<file path="src/rtl/otter_store_unit.sv">
`default_nettype none
// ============================================================================
//  Module   : otter_store_unit
//  Purpose  : Write-side store path for OTTER memory port 2. Takes one CPU
//             store (byte/half/word) per valid/ready handshake and turns it
//             into one or two word-aligned write beats with byte enables.
//             A store that straddles a word boundary becomes two back-to-back
//             beats. MEM_BUSY2 stalls the current beat.
//  Ports    :
//    CLK, RESET          clock, synchronous active-high reset
//    ST_VALID/ST_READY   store request handshake
//    ST_ADDR/DATA/SIZE   byte address, right-justified data, size code
//    ST_ERR              one-cycle pulse after an illegal size is accepted
//    MEM_WE2/ADDR2/DIN2  write strobe, word address, lane-aligned data
//    MEM_BE2             byte enables (bit i -> lane [8i+7:8i])
//    MEM_BUSY2           memory back-pressure
//    IDLE_O              no store pending
//  Revision : 1.0 - initial release
// ============================================================================
module otter_store_unit #(
  parameter int ADDR_W = 32,
  parameter int DATA_W = 32
) (
  input  logic                CLK,
  input  logic                RESET,
  input  logic                ST_VALID,
  output logic                ST_READY,
  input  logic [ADDR_W-1:0]   ST_ADDR,
  input  logic [DATA_W-1:0]   ST_DATA,
  input  logic [1:0]          ST_SIZE,
  output logic                ST_ERR,
  output logic                MEM_WE2,
  output logic [ADDR_W-1:0]   MEM_ADDR2,
  output logic [DATA_W-1:0]   MEM_DIN2,
  output logic [DATA_W/8-1:0] MEM_BE2,
  input  logic                MEM_BUSY2,
  output logic                IDLE_O
);

  localparam int c_BE_W = DATA_W / 8;

  typedef enum logic [1:0] {
    S_IDLE  = 2'd0,
    S_BEAT1 = 2'd1,
    S_BEAT2 = 2'd2
  } state_t;

  state_t r_state, w_state;

  logic               r_we, w_we;
  logic [ADDR_W-1:0]  r_addr, w_addr;
  logic [DATA_W-1:0]  r_din, w_din;
  logic [c_BE_W-1:0]  r_be, w_be;
  logic               r_err, w_err;
  logic               r_ready, w_ready;
  logic               r_idle, w_idle;

  // Second-beat holding registers, filled at accept time.
  logic [ADDR_W-1:0]  r_hi_addr, w_hi_addr;
  logic [DATA_W-1:0]  r_hi_din, w_hi_din;
  logic [c_BE_W-1:0]  r_hi_be, w_hi_be;

  // Lane math on the incoming request: a double-width mask and data image,
  // low half is beat 1, high half is beat 2.
  logic [1:0]          w_off;
  logic [2*c_BE_W-1:0] w_base_mask;
  logic [2*c_BE_W-1:0] w_mask;
  logic [2*DATA_W-1:0] w_data2;
  logic [ADDR_W-1:0]   w_addr1;

  always_comb begin
    w_off = ST_ADDR[1:0];
    case (ST_SIZE)
      2'b00:   w_base_mask = 8'b0000_0001;
      2'b01:   w_base_mask = 8'b0000_0011;
      2'b10:   w_base_mask = 8'b0000_1111;
      default: w_base_mask = 8'b0000_0000;
    endcase
    w_mask  = w_base_mask << w_off;
    w_data2 = {{DATA_W{1'b0}}, ST_DATA} << {w_off, 3'b000};
    w_addr1 = {ST_ADDR[ADDR_W-1:2], 2'b00};
  end

  always_comb begin
    w_state   = r_state;
    w_we      = r_we;
    w_addr    = r_addr;
    w_din     = r_din;
    w_be      = r_be;
    w_err     = 1'b0;
    w_hi_addr = r_hi_addr;
    w_hi_din  = r_hi_din;
    w_hi_be   = r_hi_be;

    case (r_state)
      S_IDLE: begin
        if (ST_VALID && r_ready) begin
          if (ST_SIZE == 2'b11) begin
            // Illegal size is consumed without touching memory.
            w_err = 1'b1;
          end else begin
            w_state   = S_BEAT1;
            w_we      = 1'b1;
            w_addr    = w_addr1;
            w_din     = w_data2[DATA_W-1:0];
            w_be      = w_mask[c_BE_W-1:0];
            // Wraps modulo 2^ADDR_W at the top of the address space.
            w_hi_addr = w_addr1 + ADDR_W'(4);
            w_hi_din  = w_data2[2*DATA_W-1:DATA_W];
            w_hi_be   = w_mask[2*c_BE_W-1:c_BE_W];
          end
        end
      end
      S_BEAT1: begin
        if (!MEM_BUSY2) begin
          if (r_hi_be != '0) begin
            w_state = S_BEAT2;
            w_addr  = r_hi_addr;
            w_din   = r_hi_din;
            w_be    = r_hi_be;
          end else begin
            w_state = S_IDLE;
            w_we    = 1'b0;
            w_be    = '0;
          end
        end
      end
      S_BEAT2: begin
        if (!MEM_BUSY2) begin
          w_state = S_IDLE;
          w_we    = 1'b0;
          w_be    = '0;
        end
      end
      default: begin
        w_state = S_IDLE;
        w_we    = 1'b0;
        w_be    = '0;
      end
    endcase

    w_ready = (w_state == S_IDLE);
    w_idle  = (w_state == S_IDLE);
  end

  always_ff @(posedge CLK) begin
    if (RESET) begin
      r_state   <= S_IDLE;
      r_we      <= 1'b0;
      r_addr    <= '0;
      r_din     <= '0;
      r_be      <= '0;
      r_err     <= 1'b0;
      r_ready   <= 1'b1;
      r_idle    <= 1'b1;
      r_hi_addr <= '0;
      r_hi_din  <= '0;
      r_hi_be   <= '0;
    end else begin
      r_state   <= w_state;
      r_we      <= w_we;
      r_addr    <= w_addr;
      r_din     <= w_din;
      r_be      <= w_be;
      r_err     <= w_err;
      r_ready   <= w_ready;
      r_idle    <= w_idle;
      r_hi_addr <= w_hi_addr;
      r_hi_din  <= w_hi_din;
      r_hi_be   <= w_hi_be;
    end
  end

  assign ST_READY  = r_ready;
  assign ST_ERR    = r_err;
  assign MEM_WE2   = r_we;
  assign MEM_ADDR2 = r_addr;
  assign MEM_DIN2  = r_din;
  assign MEM_BE2   = r_be;
  assign IDLE_O    = r_idle;

endmodule
`default_nettype wire

</file>
<file path="config.mk">
export PLATFORM = sky130hd
export DESIGN_NAME = otter_store_unit
export DESIGN_NICKNAME = d
export VERILOG_FILES = /design/src/rtl/otter_store_unit.sv
export SDC_FILE = /design/constraint.sdc
export NUM_CORES = 1
export LEC_CHECK = 0
export BUFFER_PORTS_ARGS = -buffer_cell sky130_fd_sc_hd__buf_2
export CORE_MARGIN = 10
export CORE_UTILIZATION = 57
export DETAILED_ROUTE_END_ITERATION = 7
export PLACE_DENSITY = 0.94
export RECOVER_POWER = 25
export SLEW_MARGIN = 10
export SYNTH_ARGS = -nofsm -noshare
export SYNTH_HDL_FRONTEND = slang
export SYNTH_SLANG_ARGS = --single-unit
</file>
<file path="constraint.sdc">
create_clock -name CLK -period 3.45 [get_ports CLK]
set_clock_uncertainty 0.05 [all_clocks]
set_input_delay 0.69 -clock CLK [delete_from_list [all_inputs] [get_ports CLK]]
set_output_delay 0.69 -clock CLK [all_outputs]
set_load 0.005 [all_outputs]
</file>
Yosys cells after proc, flatten, opt, wreduce, memory -nomap -nowiden
Cells that the tools add are included.
Storage, ports and cells
  bits in registers: 141
  logic and storage cells: 68
  input bits: 70
Cells by class
  mux-type cells: 30
  add/subtract/negate cells: 1
  shift-type cells: 2
  reductions and logical operators: 11
  bitwise logic cells: 3
  equal/unequal tests: 11
Operators by type and width (count)
  2-to-1 mux 32 bit: 8
  one-hot mux 32 bit (2 select lines): 2
  left shift 32 x 5 -> 64 bit: 1
  adder 32 x 3 -> 32 bit, second input constant: 1
  one-hot mux 4 bit (3 select lines): 2
  2-to-1 mux 4 bit: 5
  inequality test 2 bit, second input constant: 6
  2-to-1 mux 2 bit: 5
  AND reduction 5 bit: 2
  left shift 8 x 2 -> 8 bit: 1
  == test 2 bit, second input constant: 3
  logical NOT 2 bit: 3
  2-to-1 mux 1 bit: 6
  one-hot mux 2 bit (3 select lines): 1
  == test 2 x 1 -> 1 bit, second input constant: 2
  AND reduction 4 bit: 1
  nonzero test 4 bit: 1
  NOT 1 bit: 3
  one-hot mux 1 bit (3 select lines): 1
  AND reduction 3 bit: 1
  OR reduction 3 bit: 1
  nonzero test 2 bit: 1
  logical AND 1 bit: 1

Depth between registers and ports, before layout
  depth after elaboration: 6
  gate-level depth with buffers: 8
  mapped depth without buffers: 7

Worst setup path after synthesis
No wires, ideal clock.
  path type: input-to-reg
  start point: input ST_ADDR[2]
  end point: register r_hi_addr[30]
  path buffers: 0
  stages on the path: 6
  arrival time: 2.010 ns
  setup slack: 1.320 ns
  cell sequence: ha_1 > nand4_1 > nor4_4 > nand4_1 > xor2_1 > a21oi_1
Between the ends
  longest elaborated chain between the ends: 1
RTL lines
  start, declared: RTL line 28  | input logic [ADDR_W-1:0] ST_ADDR,
  adder 32 x 3 -> 32 bit: RTL line 108  | w_hi_addr = w_addr1 + ADDR_W'(4);
  end signal, assigned: RTL line 168  | r_hi_addr <= w_hi_addr;
  end, declared: RTL line 59  | logic [ADDR_W-1:0] r_hi_addr, w_hi_addr;
No other way between the ends.
A chain may end at the register's enable or synchronous reset.

Worst setup path after layout
  start point: register r_hi_be[1]
  end point: register r_din[17] (netlist: MEM_DIN2[17])
Between the ends
  longest elaborated chain between the ends: 3
RTL lines
  start, declared: RTL line 61  | logic [c_BE_W-1:0] r_hi_be, w_hi_be;
  start signal, assigned: RTL line 170  | r_hi_be <= w_hi_be;
  nonzero test 4 bit: RTL line 116  | if (r_hi_be != '0) begin
  inequality test 2 bit (no source line)
  AND reduction 5 bit (no source line)
  end signal, assigned: RTL line 163  | r_din <= w_din;
  end, declared: RTL line 52  | logic [DATA_W-1:0] r_din, w_din;
No other way between the ends.

==> metrics.cfg <==
[flow_run]
drv_cap = 0

[detailed_routing]
viasPerCell = 6.43
drt_first_pass_iters = 6
dr.first_iter.drc_count = 988
ant_nets = 0
routedWlPerCell_um = 19.7
vias = 6408
routed_wl_um = 19600
drc = 0

[synth]
synth_common_cells = dfxtp_1 (128), nand2_1 (100), nor2_1 (98)
synthCells = 743
avgSynthCellArea_um2 = 8.19
synth_edf_count = 0
synth-main-ff-cell = dfxtp_1
yosys-top-cells-area = dfxtp_1 (42%), nand2_1 (6.2%), nor2_1 (6.0%)
yosysMostFrequentCell = dfxtp_1
yosysWarnings = 0
syn_area_um2 = 6080
synth_top_area_cell = dfxtp_1
yosysSeqAreaShare_pct = 42.1
ys_types = 52
synth_top_area_share_pct = 42.1
synth-async-reset-ratio_pct = 0
ys_ff_latch = 128

[die]
die_y_um = 123
row_count = 37
core-area_um2 = 10400
die_area_um2 = 15200
start_util_pct = 58.7
io_pins = 142
die_width_um = 123

[clock_tree]
clk_pin_slew_ps = 60
clock_latency_ps = 520
cts_tree = built
htreeDepth = 4
hold_buffers = 0
cts_made_buffers = 17
cts_setup_buffers = 0
cts_resized = 0
clock_tree.buffer_depth = 2
root_buffer = clkbuf_8
clkSinkCount = 128

[power_and_ir_drop]
clkPwrFrac_pct = 42.0
total_power_mw = 4.13
ir_drop_mv = 0.281
switchingPower_mw = 1.21
swShare_pct = 29.3
p_seq_share_pct = 41.0
p_int_mw = 2.92
pwr-share-comb_pct = 16.9
p_per_area_nw_per_um2 = 566
p_leak_nw = 2.80

[placed_design]
placed_area_um2 = 6770
placed_cells = 962
io_buffers = 139
post-place-ws_ps = 678
dp_hpwl_um = 12400
gp_congestion = 0.937

[critical_path]
slowest_delay_ps = 880
critPathKind = reg2reg
cp_slowest_cell = and2_1
worstPathArrival_ps = 3060
path_delay_family = simple AND/OR/NAND/NOR gates
endpoint_kind = flop
cp_max_fo = 25
r2r_start = r_hi_be[1]$_SDFFE_PP0P_
worst-path-buf-inv = 1
r2r_slack_ps = 740
reg2reg_depth = 5
worstPathCellList = o311ai_0 > and2_1 > buf_4 > nand3_1 > o41ai_1
reg2reg_to = MEM_DIN2[17]$_SDFFE_PP0P_
worstSetupStartpointType = flop
cp.required_ps = 3800

[grt]
met1_usage_pct = 31.4
globalRouteMet2Util_pct = 38.7
grt_antenna_before_repair = 1
use_met3_pct = 8.75
grt_max_degree = 66
grt-ovfl-total = 0
grt_usage_pct = 25.4
grt_pass1_vias = 6008
busiest_layer = met2
grt_pass1_wl_um = 31200

[sta]
fin_crit_sh_pct = 78.5
fin_crit_ps = 2710
max_freq_ghz = 0.369
hold_ws_ps = 387
setup_viol = 0
hold_violations = 0
worst_slew_pin_slew_ps = 982
setup_ws_ps = 741
finalMaxSlewViolations = 0
rsz0062_at_grt = false
setup_tns_ps = 0
max_slew_margin_pct = 34.6

[cells_and_area]
synthToLayoutAreaGrowth_pct = 19.9
post-route-util_pct = 70.3
drive_above_1_share_pct = 20.4
n_fill_cell = 784
finalNonFillerCells = 996
nets = 919
final_area_um2 = 7290

[worst_hold_path]
holdPathStages = 2
worstHoldStart = ST_ADDR[2]
hp-class = in2reg
whs_endpoint = r_hi_addr[2]$_SDFFE_PP0P_

[outcome]
status = finished clean

[worst reg2reg max path, stage by stage (launching register included)]
cell and delay [ps]:
dfxtp_1 360, o311ai_0 760, and2_1 880, buf_4 350, nand3_1 100, o41ai_1 100
[cells by family after synthesis]
family,after synthesis,share of synthesized area (%)
compound gates,167,19.0
xor+xnor,22,3.17
fa+ha+maj,5,0.987
buf+inv,76,5.37
flops,128,42.1
mux,26,4.77
other cells,1,0.0616
simple gates,318,24.5
[power groups by stage]
stage	Combinational (mW)	Sequential (mW)	Clock (mW)
after floorplan	0.422	1.71	0
after global routing	0.771	1.70	1.81
final	0.698	1.69	1.73
after global placement	0.663	1.71	0
after detailed placement	0.683	1.71	0
after CTS	0.699	1.69	1.73
[placed cells by master, fill, tap and decap left out, drive strengths merged, types with 11 or more instances in the layout]
| cell | netlist | layout |
|---|---|---|
| buf | 17 | 109 |
| nand2 | 100 | 100 |
| dfxtp | 128 | 128 |
| a221oi | 35 | 35 |
| nor3 | 32 | 32 |
| mux2 | 24 | 24 |
| clkinv | 2 | 11 |
| a311oi | 32 | 32 |
| nand3 | 42 | 42 |
| o21ai | 26 | 26 |
| clkbuf | 51 | 59 |
| xor2 | 14 | 14 |
| nor2 | 99 | 99 |
| a21oi | 50 | 50 |
[worst max-delay path by stage]
| stage | start | to | slack, ps | cells past startpoint |
|---|---|---|---|---|
| floorplan | ST_ADDR[2] | r_hi_addr[30]$_SDFFE_PP0P_ | 1320 | 6 |
| global placement | ST_VALID | MEM_ADDR2[7]$_SDFFE_PP0P_ | 830 | 8 |
| detailed placement | ST_SIZE[0] | MEM_ADDR2[17]$_SDFFE_PP0P_ | 680 | 8 |
| CTS | r_hi_be[1]$_SDFFE_PP0P_ | MEM_DIN2[23]$_SDFFE_PP0P_ | 790 | 5 |
| global route | r_hi_be[0]$_SDFFE_PP0P_ | MEM_DIN2[18]$_SDFFE_PP0P_ | 430 | 5 |
| finish | r_hi_be[1]$_SDFFE_PP0P_ | MEM_DIN2[17]$_SDFFE_PP0P_ | 740 | 5 |
[metal layers]
| layer | vias up | share of wire [%] |
|---|---|---|
| li1 | 2899 | - |
| met1 | 2942 | 39 |
| met2 | 462 | 45 |
| met3 | 105 | 12 |
| met4 | 0 | 4.2 |
| met5 | - | 0 |
[layout make-up]
type / instances / area (um2) / area share, %
diodes: 2 / 5.00 / 0.0686
clock buffers: 18 / 428 / 5.87
clock inverters: 14 / 143 / 1.96
inverters: 8 / 30.0 / 0.412
multi-input cells: 540 / 3220 / 44.1
flip-flops and latches: 128 / 2560 / 35.1
well taps: 136 / 170 / 2.33
repair buffers: 150 / 741 / 10.2
[state kept, by name (all words and copies together) (netlist names), 2 cells and up]
| name | cells |
|---|---|
| MEM_ADDR2 | 30 |
| r_hi_be | 3 |
| MEM_DIN2 | 32 |
| r_hi_din | 24 |
| r_state | 2 |
| r_hi_addr | 30 |
| MEM_BE2 | 4 |
No activity file was read; power rests on OpenSTA's default activity.
